**src/rtl/snitch_hive_acc_credit.sv**
```systemverilog
// Per-core credit stage between a core's accelerator offload port and the hive arbiter.
// Optional credit-stall statistics counter: define SNITCH_HIVE_ACC_CREDIT_STATS_EN.
module snitch_hive_acc_credit #(
  parameter int unsigned DataWidth      = 32,
  parameter int unsigned IdWidth        = 5,
  parameter int unsigned MaxOutstanding = 4,
  localparam int unsigned CntWidth      = $clog2(MaxOutstanding + 1)
) (
  input  logic                   clk_i,
  input  logic                   rst_ni,
  input  logic                   core_qvalid_i,
  output logic                   core_qready_o,
  input  logic [31:0]            core_qaddr_i,
  input  logic [IdWidth-1:0]     core_qid_i,
  input  logic [31:0]            core_qop_i,
  input  logic [3*DataWidth-1:0] core_qarg_i,
  output logic                   hive_qvalid_o,
  input  logic                   hive_qready_i,
  output logic [31:0]            hive_qaddr_o,
  output logic [IdWidth-1:0]     hive_qid_o,
  output logic [31:0]            hive_qop_o,
  output logic [3*DataWidth-1:0] hive_qarg_o,
  input  logic                   hive_pvalid_i,
  output logic                   hive_pready_o,
  input  logic [IdWidth-1:0]     hive_pid_i,
  input  logic                   hive_perror_i,
  input  logic [DataWidth-1:0]   hive_pdata_i,
  output logic                   core_pvalid_o,
  input  logic                   core_pready_i,
  output logic [IdWidth-1:0]     core_pid_o,
  output logic                   core_perror_o,
  output logic [DataWidth-1:0]   core_pdata_o,
  output logic [CntWidth-1:0]    credits_o,
  output logic [31:0]            stall_cnt_o
);

  localparam int unsigned PtrWidth = (MaxOutstanding > 1) ? $clog2(MaxOutstanding) : 1;
  localparam logic [CntWidth-1:0] Max = CntWidth'(MaxOutstanding);

  typedef struct packed {
    logic [IdWidth-1:0]   id;
    logic                 error;
    logic [DataWidth-1:0] data;
  } rsp_t;

  rsp_t                mem [MaxOutstanding];
  rsp_t                head;
  logic [PtrWidth-1:0] wptr, rptr;
  logic [CntWidth-1:0] cnt, fill;
  logic                at_limit, full, empty, req, push, pop;

  function automatic logic [PtrWidth-1:0] next_ptr(input logic [PtrWidth-1:0] p);
    return (p == PtrWidth'(MaxOutstanding - 1)) ? '0 : p + 1'b1;
  endfunction

  assign at_limit = (cnt == Max);
  assign full     = (fill == Max);
  assign empty    = (fill == '0);

  assign hive_qvalid_o = core_qvalid_i & ~at_limit;
  assign core_qready_o = hive_qready_i & ~at_limit;
  assign hive_qaddr_o  = core_qaddr_i;
  assign hive_qid_o    = core_qid_i;
  assign hive_qop_o    = core_qop_i;
  assign hive_qarg_o   = core_qarg_i;

  assign req  = hive_qvalid_o & hive_qready_i;
  assign push = hive_pvalid_i & ~full;
  assign pop  = ~empty & core_pready_i;

  // Head entry comes straight from storage, so a push only shows up after the edge.
  assign head          = mem[rptr];
  assign hive_pready_o = ~full;
  assign core_pvalid_o = ~empty;
  assign core_pid_o    = head.id;
  assign core_perror_o = head.error;
  assign core_pdata_o  = head.data;
  assign credits_o     = cnt;

  always_ff @(posedge clk_i or negedge rst_ni) begin
    if (!rst_ni) begin
      cnt  <= '0;
      fill <= '0;
      wptr <= '0;
      rptr <= '0;
    end else begin
      // Credit returns only when the core consumes the response.
      if (req && !pop)      cnt <= cnt + 1'b1;
      else if (pop && !req) cnt <= cnt - 1'b1;
      if (push && !pop)      fill <= fill + 1'b1;
      else if (pop && !push) fill <= fill - 1'b1;
      if (push) wptr <= next_ptr(wptr);
      if (pop)  rptr <= next_ptr(rptr);
    end
  end

  always_ff @(posedge clk_i) begin
    if (push) mem[wptr] <= '{id: hive_pid_i, error: hive_perror_i, data: hive_pdata_i};
  end

`ifdef SNITCH_HIVE_ACC_CREDIT_STATS_EN
  logic [31:0] stall_cnt;

  always_ff @(posedge clk_i or negedge rst_ni) begin
    if (!rst_ni) begin
      stall_cnt <= '0;
    end else if (core_qvalid_i && hive_qready_i && at_limit && !(&stall_cnt)) begin
      stall_cnt <= stall_cnt + 32'd1;
    end
  end

  assign stall_cnt_o = stall_cnt;
`else
  assign stall_cnt_o = 32'h0;
`endif

  always_ff @(posedge clk_i) begin
    if (rst_ni) begin
      assert (!(pop && cnt == '0)) else $error("credit underflow on response pop");
      assert (!(hive_pvalid_i && full)) else $error("response offered while buffer full");
    end
  end

endmodule

```
**config.mk**
```make
export PLATFORM = sky130hd
export DESIGN_NAME = snitch_hive_acc_credit
export DESIGN_NICKNAME = d
export VERILOG_FILES = /design/src/rtl/snitch_hive_acc_credit.sv
export SDC_FILE = /design/constraint.sdc
export NUM_CORES = 1
export LEC_CHECK = 0
export ABC_CLOCK_PERIOD_IN_PS = 2100
export CAP_MARGIN = 0
export CORE_AREA = 4 4 172 174
export CTS_BUF_LIST = sky130_fd_sc_hd__clkbuf_4
export DETAILED_ROUTE_END_ITERATION = 8
export DIE_AREA = 0 0 176 178
export GPL_TIMING_DRIVEN = 1
export PLACE_DENSITY = 0.64
export SLEW_MARGIN = 15
export SYNTH_ARGS = -nofsm -noshare
export SYNTH_HDL_FRONTEND = slang
export SYNTH_SLANG_ARGS = --single-unit
export TNS_END_PERCENT = 50
```
**constraint.sdc**
```tcl
create_clock -name clk_i -period 2.1 [get_ports clk_i]
set_input_delay 0.525 -clock clk_i [delete_from_list [all_inputs] [get_ports clk_i]]
set_output_delay 0.525 -clock clk_i [all_outputs]
set_load 0.03 [all_outputs]
```
==> impl_metrics.json, run 1 <==
{
  "seqPwrFrac": 0.379,
  "drt_iter0_drc": 112,
  "synthCells": 449,
  "clock_skew_ns": 0.0285,
  "grt_pass1_wl_um": 21600,
  "pwr-share-comb": 0.460,
  "crit_type": "flop to output port",
  "num_antenna_cells": 0,
  "intPower_uw": 7720,
  "hold_buffers": 0,
  "routabilityCongestion": 0.676,
  "ys_seq_elements": 162,
  "hold_class": "input pin to asynchronous set/reset pin",
  "ir_worst_vdd_mv": 0.613,
  "dieHeight_um": 178,
  "synth_area_per_cell_um2": 17.0,
  "cts_tree": "yes",
  "ys_seq_area_frac": 0.630,
  "drc_errors": 0,
  "setup_slack_ns": -0.435,
  "vias": 3155,
  "numPortBuffers": 88,
  "p_clk_frac": 0.161,
  "finalSetupViolations": 41,
  "fin_setup_tns_ns": -14.25,
  "grt_setup_unrepaired": "yes",
  "ys_types": 23,
  "grt_pass1_vias": 3533,
  "clockBufferDepth": 2,
  "yosysWarnings": 0,
  "boundaryPins": 451,
  "p_leak_uw": 0.00284,
  "antenna_found_initial": 1,
  "worstMarginPinSlew_ns": 0.531,
  "status": "complete, but fails checks",
  "clkLatencyLatePin_ns": 0.55,
  "die_w_um": 176,
  "root_buffer": "clkbuf_4",
  "cts.sinks": 162,
  "slew_headroom": 0.645,
  "first_pass_iters": 4,
  "area_growth_pct": 9.10,
  "netlist.area_leader.share": 0.597,
  "hold_violations": 0,
  "multi_input_area_um2": 1370,
  "syn_area_um2": 7640,
  "finalCritPeriodShare": 1.21,
  "powerDensity_nw_per_um2": 1450,
  "violations": "negative setup slack",
  "seqCellArea_um2": 4830,
  "swShare": 0.360,
  "wl_um": 14900,
  "yosysTopAreaCell": "edfxtp_1",
  "synth_top_cells_by_area": "edfxtp_1 60%, buf_4 19%, mux4_2 11%",
  "required_ns": 1.57,
  "core_area_um2": 27800,
  "period_needed_ns": 2.53,
  "pre_cts_slack_ns": -0.312,
  "track_usage": 0.0948,
  "maxCapViolations": 0,
  "dpl.hpwl_um": 10200,
  "fmax_mhz": 394,
  "drive_above_1_share": 0.389,
  "wire_per_inst_um": 18.6,
  "die_area_um2": 31300,
  "endpoint_kind": "output port",
  "grt_max_degree": 22,
  "power.net_switching_uw": 4340,
  "fin_nets": 629,
  "start_util": 0.275,
  "finalMaxSlewViolations": 0,
  "critPathMaxFanout": 6,
  "nFillCells": 2761,
  "numCtsBuffers": 17,
  "start_kind": "flop",
  "clk_pin_slew_ns": 0.15,
  "worstPathArrival_ns": 2.01,
  "vias_per_cell": 3.93,
  "placementRows": 61,
  "ant_nets": 0,
  "cts_max_level": 4,
  "grt_overflow": 0
}
==> what timing repair did <==
action,4_1_cts,5_1_grt
endpoints found under the setup margin,47,45
pin swaps,2,1
hold endpoints to repair,0,0
gates cloned,0,1
gates resized for setup,195,21
buffers inserted,4,4
==> placed cells by master, fill, tap and decap left out, types with 2 or more instances in the layout <==
cell / count
clkdlybuf4s15_2: 2
clkinvlp_4: 3
fa_1: 2
clkdlybuf4s50_1: 43
mux2_2: 4
inv_6: 5
edfxtp_1: 152
ha_1: 7
buf_6: 40
clkbuf_4: 18
xor2_1: 4
dlygate4sd2_1: 3
bufinv_16: 2
buf_4: 14
mux4_2: 38
inv_1: 4
buf_12: 15
nor2_1: 4
dfrtp_2: 6
and2_2: 4
clkinv_4: 2
mux2_4: 2
dfrtp_1: 3
xnor2_1: 2
conb_1: 32
inv_8: 2
==> flip-flops by register name, summed over array words and instances, names as in the netlist <==
signal	cells
rptr	2
wptr	2
fill	3
mem	152
credits_o	3
==> cells in the mapped netlist <==
cell and n:
mux2_2 4, conb_1 1, xor2_1 4, edfxtp_1 152, dfrtp_1 10, inv_1 4, buf_4 198, buf_2 3
or3_4 1, nor3b_1 1, fa_1 2, buf_12 4, ha_1 7, buf_6 1, mux2_4 2, nand2_4 1
nor2_1 5, nor2b_1 2, mux4_2 38, nand2_1 1, xnor2_1 2, a21boi_2 1, and2_1 5
==> power groups by stage <==
| stage | clock network [uW] | logic (uW) | registers [uW] |
|---|---|---|---|
| finish | 1940 | 5550 | 4560 |
| global route | 2180 | 5930 | 4630 |
| CTS | 2070 | 5550 | 4580 |
| detailed placement | 0 | 5220 | 4650 |
| global placement | 0 | 5130 | 4580 |
| floorplan | 0 | 3800 | 4600 |
==> cell families (layout without fill, tap and decap cells) <==
| logic type | Yosys count | count (layout) | synth area share |
|---|---|---|---|
| xor gates and xnor gates | 6 | 6 | 0.00687 |
| and+or+nand+nor | 16 | 16 | 0.0126 |
| DFF | 162 | 162 | 0.630 |
| buffers and inverters | 210 | 154 | 0.210 |
| other | 1 | 32 | 0.000491 |
| adders and majority gates | 9 | 9 | 0.0167 |
| AOI/OAI and AO/OA | 1 | 1 | 0.00147 |
| muxes | 44 | 44 | 0.122 |
==> area by class of cell <==
type,instances,area share
inverters,4,0.00180
clock buffers,18,0.0162
clock inverters,14,0.0200
flip-flops and latches,162,0.579
multi-input cells,108,0.164
repair buffers,118,0.163
well taps,378,0.0567
==> layer usage <==
metal | wire (um) | up-vias | share of wire | GRT usage
li1 | - | 1339 | - | -
met1 | 5670 | 1593 | 0.38 | 0.104
met2 | 7530 | 161 | 0.50 | 0.158
met3 | 1190 | 60 | 0.080 | 0.0405
met4 | 509 | 2 | 0.034 | 0.0487
met5 | 18 | - | 0.0012 | 0
==> stage by stage <==
step	hold slack [ns]	area (um2)	instances	util	power [uW]
after floorplan	0.229	7780	480	-	8400
after global placement	0.463	7850	761	0.282	9710
after detailed placement	0.492	7850	761	0.282	9870
after CTS	0.234	8280	797	0.298	12200
after global routing	0.268	8340	802	0.300	12700
final	0.302	8340	802	0.300	12100
==> worst paths after layout <==
path / end / depth (start not counted) / from / slack (ns)
min in group clk_i: credits_o[2] / 1 / credits_o[2] / 0.51
worst max register to register: fill[2] / 8 / fill[2] / -0.02
max in group asynchronous: rptr[0] / 1 / rst_ni / 1.39
worst min-delay path: rptr[1] / 1 / rst_ni / 0.30
worst max-delay path: core_pdata_o[29] / 4 / rptr[0] / -0.43
worst min register to register: credits_o[2] / 1 / credits_o[2] / 0.51
==> worst max-delay path, cell delays in order, from the launching register on <==
cell and delay, ns:
dfrtp_4 0.56, buf_12 0.16, buf_12 0.13, mux4_2 0.45, buf_6 0.16
Power figures use the tool's default switching activity.
==> run 2: changes to the inputs <==
- PLACE_DENSITY: 0.64 -> 0.6
==> run 2 against run 1 <==
The flow still finishes with violations (negative setup slack). Sequential power shrank 0.9%. Combinational power is 3% higher. Worst hold slack improved by 0.015 ns. Worst setup slack gained 0.015 ns. Clock-buffer cell count grew 1. Sequential share of layout area decreased by 0.43 points. Die area did not move. Clock skew down 0.0050 ns. Register-to-register slack improved by 0.02 ns. Cell count grew 1.6%. Highest routed layer is now met4.
==> impl_metrics.json, run 2 (synthesis gave the netlist of run 1 again) <==
{
  "status": "complete, but fails checks",
  "violations": "negative setup slack",
  "clk_pin_slew_ns": 0.14,
  "wl_um": 15700,
  "numCtsBuffers": 17,
  "finalSetupViolations": 41,
  "cts_tree": "yes",
  "grt_pass1_vias": 3729,
  "p_clk_frac": 0.164,
  "worstPathArrival_ns": 1.99,
  "start_util": 0.275,
  "pwr-share-comb": 0.466,
  "dpl.hpwl_um": 11000,
  "routabilityCongestion": 0.705,
  "fmax_mhz": 397,
  "first_pass_iters": 4,
  "clock_skew_ns": 0.0235,
  "largest_reg_flops": 152,
  "critPathMaxFanout": 9,
  "start_kind": "flop",
  "drive_above_1_share": 0.403,
  "powerDensity_nw_per_um2": 1460,
  "area_growth_pct": 9.85,
  "worstMarginPinSlew_ns": 0.536,
  "power.net_switching_uw": 4320,
  "seqPwrFrac": 0.369,
  "dr_wl_met2_um": 7960,
  "root_buffer": "clkbuf_4",
  "finalMaxSlewViolations": 0,
  "hold_class": "input pin to asynchronous set/reset pin",
  "endpoint_kind": "output port",
  "finalCritPeriodShare": 1.20,
  "p_leak_uw": 0.00291,
  "clkLatencyLatePin_ns": 0.54,
  "numPortBuffers": 88,
  "hold_buffers": 0,
  "layout_commonest_cell": "edfxtp_1",
  "grt_overflow": 0,
  "clockBufferDepth": 2,
  "maxCapViolations": 0,
  "grt_pass1_wl_um": 22800,
  "routed.top_layer": "met4",
  "core_area_um2": 27800,
  "grt_max_degree": 29,
  "track_usage": 0.0989,
  "ir_worst_vdd_mv": 0.645,
  "hold_violations": 0,
  "swShare": 0.353,
  "period_needed_ns": 2.52,
  "placementRows": 61,
  "route.met3.wl_um": 1610,
  "vias_per_cell": 4.04,
  "num_antenna_cells": 0,
  "vias": 3291,
  "boundaryPins": 451,
  "fin_hold_ws_ns": 0.317,
  "cts_max_level": 4,
  "grt_setup_unrepaired": "yes",
  "power_uw": 12200,
  "drc_errors": 0,
  "fin_nets": 642,
  "largest_register": "mem",
  "wl_met1_um": 5510,
  "crit_type": "flop to output port",
  "die_w_um": 176,
  "required_ns": 1.57,
  "slew_headroom": 0.642,
  "final_cell_mix": "152 x edfxtp_1, 44 x buf_6, 43 x clkdlybuf4s50_1",
  "drt_iter0_drc": 140,
  "intPower_uw": 7910,
  "cts.sinks": 162,
  "dieHeight_um": 178,
  "setup_slack_ns": -0.419,
  "die_area_um2": 31300,
  "antenna_found_initial": 0,
  "wire_per_inst_um": 19.2,
  "ant_nets": 0
}
[run 2: cell count changes in the layout (fill, tap and decap cells not counted), moves of 2 or more]
cell / before / now
dfrtp_1: 3 / 5
buf_8: 0 / 2
buf_6: 40 / 44
buf_4: 14 / 27
dfrtp_2: 6 / 4
clkinvlp_4: 3 / 1
clkinv_2: 0 / 2
buf_12: 15 / 10
[run 2: final timing paths]
kind                              start               to  slack (ns)  depth (start not counted)
max                             rptr[0]  core_pdata_o[9]       -0.42                          4
min                              rst_ni          fill[2]        0.32                          1
min reg2reg                credits_o[2]     credits_o[2]        0.51                          1
min in group clk_i         credits_o[2]     credits_o[2]        0.51                          1
max reg2reg                     fill[2]     credits_o[2]           0                          8
max in group asynchronous        rst_ni          rptr[0]        1.38                          1
[run 2: worst max-delay path: stages, from the launching register on]
cell     delay, ns
dfrtp_4       0.49
buf_12        0.16
buf_8         0.13
mux4_2        0.52
buf_6         0.16
[run 2: cell type report]
type,count,area (um2)
multi-input combinational,108,1370
inverter,4,15.0
sequential,162,4820
timing repair buffer,131,1410
clock inverter,13,171
clock buffer,19,143
fill,2758,19400
tap,378,473
[run 2: power groups by stage]
stage	sequential [uW]	clock [uW]	combinational (uW)
4_1_cts	4540	2110	5770
6_report	4520	2010	5710
2_1_floorplan	4600	0	3800
3_3_place_gp	4550	0	5130
3_5_place_dp	4600	0	5220
5_1_grt	4590	2250	6100
[run 2: metrics by stage]
stage          utilization  TNS [ns]  std cells  worst slack (ns)  cell area (um2)
6_report             0.302    -14.04        815            -0.419             8400
5_1_grt              0.302    -19.51        815            -0.551             8400
4_1_cts              0.302    -17.96        814            -0.519             8380
3_5_place_dp         0.281     -7.44        764            -0.315             7820
3_3_place_gp         0.281     -5.92        764            -0.216             7820
2_1_floorplan            -     -2.94        480           -0.0386             7780
[run 2: what timing repair did]
action / 4_1_cts / 5_1_grt
buffers inserted: 18 / 1
setup endpoints to repair: 46 / 44
gates resized for setup: 194 / 18
pin swaps: 1 / 0
[run 2: metal layers]
| layer | GRT usage | vias up |
|---|---|---|
| met2 | 0.162 | 175 |
| met1 | 0.103 | 1675 |
| met5 | 0 | - |
| li1 | - | 1354 |
| met4 | 0.0543 | 0 |
| met3 | 0.0517 | 87 |
